### config.mk
export PLATFORM = sky130hd
export DESIGN_NAME = pixel_cache
export DESIGN_NICKNAME = d
export VERILOG_FILES = /design/src/rtl/pixel_pkg.sv /design/src/rtl/pixel_addr_gen.sv /design/src/rtl/pixel_cache.sv
export SDC_FILE = /design/constraint.sdc
export NUM_CORES = 1
export LEC_CHECK = 0
export CAP_MARGIN = 20
export CORE_UTILIZATION = 35
export DETAILED_ROUTE_END_ITERATION = 8
export PLACE_DENSITY = 0.64
export SETUP_SLACK_MARGIN = 0.5
export SYNTH_ARGS = -nofsm -noshare
export SYNTH_HDL_FRONTEND = slang
export SYNTH_SLANG_ARGS = --single-unit
### constraint.sdc
create_clock -name clk -period 6.3 [get_ports clk]
set_input_delay 1.89 -clock clk [delete_from_list [all_inputs] [get_ports clk]]
set_output_delay 1.89 -clock clk [all_outputs]
set_load 0.01 [all_outputs]
### src/rtl/pixel_pkg.sv
// pixel_pkg: shared image geometry, coordinate type and cache state encoding.
package pixel_pkg;
   localparam int IMG_W = 640;
   localparam int IMG_H = 480;
   localparam int BYTES_PER_ROW = IMG_W / 8;
   typedef logic [9:0] coord_t;
   typedef enum logic {IDLE, WAIT} state_t;
endpackage

### src/rtl/pixel_addr_gen.sv
// pixel_addr_gen: maps a pixel coordinate to its packed byte address, bit index and range flag.
module pixel_addr_gen #(
   parameter int IMG_W = pixel_pkg::IMG_W,
   parameter int IMG_H = pixel_pkg::IMG_H,
   parameter int ADDR_W = 16
) (
   input  logic [9:0]        x,
   input  logic [9:0]        y,
   output logic [ADDR_W-1:0] addr,
   output logic [2:0]        bit_sel,
   output logic              in_range
);
   localparam logic [ADDR_W-1:0] BPR = ADDR_W'(IMG_W / 8);
   logic [ADDR_W-1:0] row;
   // y * bytes-per-row as a constant shift-add at full address width
   always_comb begin
      row = '0;
      for (int i = 0; i < ADDR_W; i++)
         if (BPR[i]) row = row + (ADDR_W'(y) << i);
   end
   assign addr = row + ADDR_W'(x[9:3]);
   assign bit_sel = x[2:0];
   assign in_range = (32'(x) < IMG_W) && (32'(y) < IMG_H);
endmodule

### src/rtl/pixel_cache.sv
// pixel_cache: single-byte read cache over the packed binary image memory.
// Define PIXEL_CACHE_STATS_EN to add saturating hit/miss counters with stats_clear.
module pixel_cache #(
   parameter int IMG_W = 640,
   parameter int IMG_H = 480,
   parameter int ADDR_W = 16,
   parameter int RD_LATENCY = 2
) (
   input  logic              clk,
   input  logic              reset_n,
   input  logic [9:0]        x,
   input  logic [9:0]        y,
   output logic              pixel,
   output logic              ready,
   input  logic              invalidate,
   output logic [ADDR_W-1:0] rdaddress,
   input  logic [7:0]        rdata
`ifdef PIXEL_CACHE_STATS_EN
   ,
   input  logic              stats_clear,
   output logic [31:0]       hit_count,
   output logic [31:0]       miss_count
`endif
);
   import pixel_pkg::*;
   localparam int CW = $clog2(RD_LATENCY) + 1;
   state_t state;
   logic valid, killed, in_range, hit, miss;
   logic [ADDR_W-1:0] tag, pend, addr;
   logic [7:0] line;
   logic [CW-1:0] cnt;
   logic [2:0] bit_sel;
   pixel_addr_gen #(.IMG_W(IMG_W), .IMG_H(IMG_H), .ADDR_W(ADDR_W)) u_addr (
      .x(x), .y(y), .addr(addr), .bit_sel(bit_sel), .in_range(in_range)
   );
   assign hit = valid && tag == addr;
   assign miss = in_range && !hit;
   assign ready = !in_range || hit;
   assign pixel = in_range && hit && line[bit_sel];
   always_ff @(posedge clk)
      if (!reset_n) begin
         state <= IDLE;
         valid <= 1'b0;
         killed <= 1'b0;
         tag <= '0;
         pend <= '0;
         line <= '0;
         cnt <= '0;
         rdaddress <= '0;
      end else begin
         case (state)
            IDLE:
               if (miss) begin
                  rdaddress <= addr;
                  pend <= addr;
                  cnt <= CW'(RD_LATENCY - 1);
                  state <= WAIT;
               end
            WAIT:
               if (cnt == '0) begin
                  line <= rdata;
                  tag <= pend;
                  valid <= !killed;
                  killed <= 1'b0;
                  state <= IDLE;
               end else
                  cnt <= cnt - 1'b1;
         endcase
         // an invalidate mid-fetch must also poison the fill that lands later
         if (invalidate) begin
            valid <= 1'b0;
            if (state == WAIT && cnt != '0) killed <= 1'b1;
         end
      end
`ifdef PIXEL_CACHE_STATS_EN
   always_ff @(posedge clk)
      if (!reset_n || stats_clear) begin
         hit_count <= '0;
         miss_count <= '0;
      end else begin
         if (in_range && hit && !(&hit_count)) hit_count <= hit_count + 1'b1;
         if (state == IDLE && miss && !(&miss_count)) miss_count <= miss_count + 1'b1;
      end
`endif
endmodule
==> results.json <==
{
  "worst_slew_pin_slew_ps": 1020,
  "ys.flop_type": "dfxtp_1",
  "finClkSkew_ps": 8.82,
  "hold-worst-slack_ps": 460,
  "final_cell_mix": "67 x nand2_1, 52 x buf_4, 45 x dfxtp_1",
  "grt_max_degree": 34,
  "cts-root-buf": "clkbuf_8",
  "ir_worst_vdd_mv": 0.0868,
  "layout_setup_ws_ps": -245,
  "num_vias": 2652,
  "fmax_ghz": 0.153,
  "gr-usage-met2_pct": 32.8,
  "ios": 49,
  "end_kind": "output pin",
  "synth_area_sq_um": 2820,
  "clkSinkCount": 45,
  "layout.cells.non_filler": 518,
  "dp_hpwl_um": 5490,
  "dieArea_sq_um": 8420,
  "area_growth_pct": 42.6,
  "r2r_start": "tag[2]",
  "cp_slowest_stage_delay_ps": 440,
  "crit_type": "input pin to output pin",
  "rsz0062_at_grt": "yes",
  "rr_worst_depth": 10,
  "drc": 0,
  "cp.required_ps": 4410,
  "grt_antenna_before_repair": 0,
  "drive_above_1_share_pct": 30.0,
  "rows": 32,
  "track_usage_pct": 18.6,
  "htreeDepth": 2,
  "setup_violations": 2,
  "worstSetupStartpointType": "input pin",
  "diodes": 0,
  "arrival_ps": 4660,
  "violations": "setup timing",
  "finalWirelength_um": 7510,
  "firstDrtPassIters": 4,
  "synth_nets": 380,
  "reg2reg_slack_ps": 3900,
  "clock_latency_ps": 310,
  "avgSynthCellArea_sq_um": 8.62,
  "nNetsFinal": 468,
  "synth_edf_count": 0,
  "drt.antenna.violating_nets": 0,
  "ys_ff_latch": 45,
  "async_reset_ff_share_pct": 0,
  "initial_core_util_pct": 36.3,
  "period_share_pct": 104,
  "die_y_um": 91.8,
  "drtIter0Drc": 153,
  "hold_viol": 0,
  "gp_congestion": 0.816,
  "avgViaCountPerCell": 5.12,
  "maxCapViolations": 0,
  "ys_types": 58,
  "maxSlewHeadroom_pct": 31.6,
  "use_met1_pct": 23.6,
  "p_leak_uw": 0.00157,
  "hold_class": "register to register",
  "fin_crit_ps": 6550,
  "cp_cell_sequence": "dlygate4sd2_1 -> ha_4 -> ha_4 -> fa_2 -> a21o_1 -> a22oi_2 -> o31ai_2 -> buf_4 -> nor4_4 -> o22ai_2 -> or3_4 -> nor3_2 -> buf_2",
  "worstSetupEndpoint": "pixel",
  "r2r-end": "pend[9]",
  "grt_overflow": 0,
  "crit_top_cell": "ha_4",
  "grt_use_met3_pct": 3.15,
  "crit_path_max_fanout": 4,
  "grt_pass1_vias": 2634,
  "die_w_um": 91.8,
  "maxSlewViolCount": 0,
  "port_buffers": 48,
  "grt_pass1_wl_um": 12500,
  "status": "finished with violations",
  "clk_pin_slew_ps": 90,
  "ys_seq_area_share_pct": 31.9,
  "cts_made_buffers": 5,
  "wl_per_cell_um": 14.5,
  "slowest_stage": "or3_4",
  "placed_cells": 506,
  "layout_commonest_cell": "nand2_1",
  "yosys_warnings": 0,
  "core-area_sq_um": 7770,
  "power_density_nw_per_um2": 210,
  "tritoncts": "done",
  "crit_start": "x[8]",
  "cts_max_path_buffers": 2,
  "grt_busiest_layer": "met2",
  "synthCells": 327
}
Yosys cell counts (3+ instances only):
| cell type | n | area, sq um |
|---|---|---|
| ha_1 | 20 | 250 |
| nand3b_1 | 3 | 22.5 |
| buf_2 | 7 | 35.0 |
| and3_1 | 3 | 18.8 |
| o21ai_0 | 4 | 20.0 |
| nand3_2 | 12 | 120 |
| buf_6 | 3 | 33.8 |
| nor2_1 | 12 | 45.0 |
| a21oi_1 | 34 | 170 |
| a21o_1 | 4 | 30.0 |
| o31ai_1 | 5 | 37.5 |
| nand4_1 | 3 | 18.8 |
| and2_1 | 4 | 25.0 |
| inv_1 | 3 | 11.3 |
| nor3_1 | 7 | 35.0 |
| xnor2_1 | 8 | 70.1 |
| clkbuf_1 | 9 | 33.8 |
| o21ai_2 | 12 | 105 |
| nand2_1 | 67 | 251 |
| nand3_1 | 5 | 25.0 |
| dfxtp_1 | 45 | 901 |
| xor2_1 | 11 | 96.3 |
per-layer routing:
layer,vias up,wire length (um)
li1,1349,-
met1,1246,3430
met2,50,3740
met3,7,264
met4,0,68
met5,-,0
state kept, by name, summed over array words and instances (netlist names), named ones only:
register	flops
cnt	2
line	8
pend	16
state	1
tag	16
valid	1
layout make-up:
cell class                 instances  area [sq um]
fill                             724          3750
clock buffer                       6          72.6
timing repair buffer             100           873
clock inverter                     2          38.8
inverter                           3          11.3
tap                              102           128
sequential                        45           901
multi-input combinational        260          2000
cells by family (layout without fill, tap and decap cells):
logic type               Yosys count  in the layout  synth area share [%]
flip-flops                        45             45                  31.9
adder cells (fa/ha/maj)           22             22                  10.3
buffers and inverters             22            111                  4.04
AO/OA/AOI/OAI                     87             87                  22.7
XOR/XNOR                          19             19                  5.90
multiplexers                       4              4                  2.31
AND/OR/NAND/NOR                  128            128                  22.8
worst min path at each step:
| stage | startpoint | endpoint | slack (ps) | cells after the start |
|---|---|---|---|---|
| after floorplan | line[2] | line[2] | 430 | 2 |
| after global placement | line[2] | line[2] | 440 | 2 |
| after detailed placement | line[0] | line[0] | 450 | 2 |
| final | line[0] | line[0] | 460 | 2 |
| after global routing | line[2] | line[2] | 490 | 2 |
| after CTS | line[0] | line[0] | 460 | 2 |
where the power goes:
group	total (uW)	internal [uW]	switching (uW)
logic	308	160	148
registers	311	299	12.0
clock network	226	119	107
total	846	578	267
critical path: cells and delay by family:
| kind | cells | cell delay, ps |
|---|---|---|
| AOI/OAI and AO/OA | 4 | 720 |
| adders and majority gates | 3 | 750 |
| buffers and inverters | 3 | 570 |
| and+or+nand+nor | 3 | 710 |
repair_timing:
| item | 4_1_cts | 5_1_grt |
|---|---|---|
| buffers inserted | 2 | 2 |
| setup endpoints to repair | 2 | 2 |
| hold buffers | 0 | 0 |
| pin swaps | 13 | 14 |
| resized for setup | 40 | 20 |
| endpoints found under the hold margin | 0 | 0 |
stage by stage:
stage          cell area, sq um  util (%)  worst slack [ps]  setup TNS (ps)  power, uW
6_report                   4020      51.8              -245            -416        846
3_3_place_gp               3700      47.6             -1010           -2010        590
4_1_cts                    3890      50.0              -389            -646        835
5_1_grt                    4020      51.8              -344            -596        896
3_5_place_dp               3700      47.6             -1070           -2110        594
2_1_floorplan              2840         -              55.9               0        472
(Power assumes the default switching activity.)
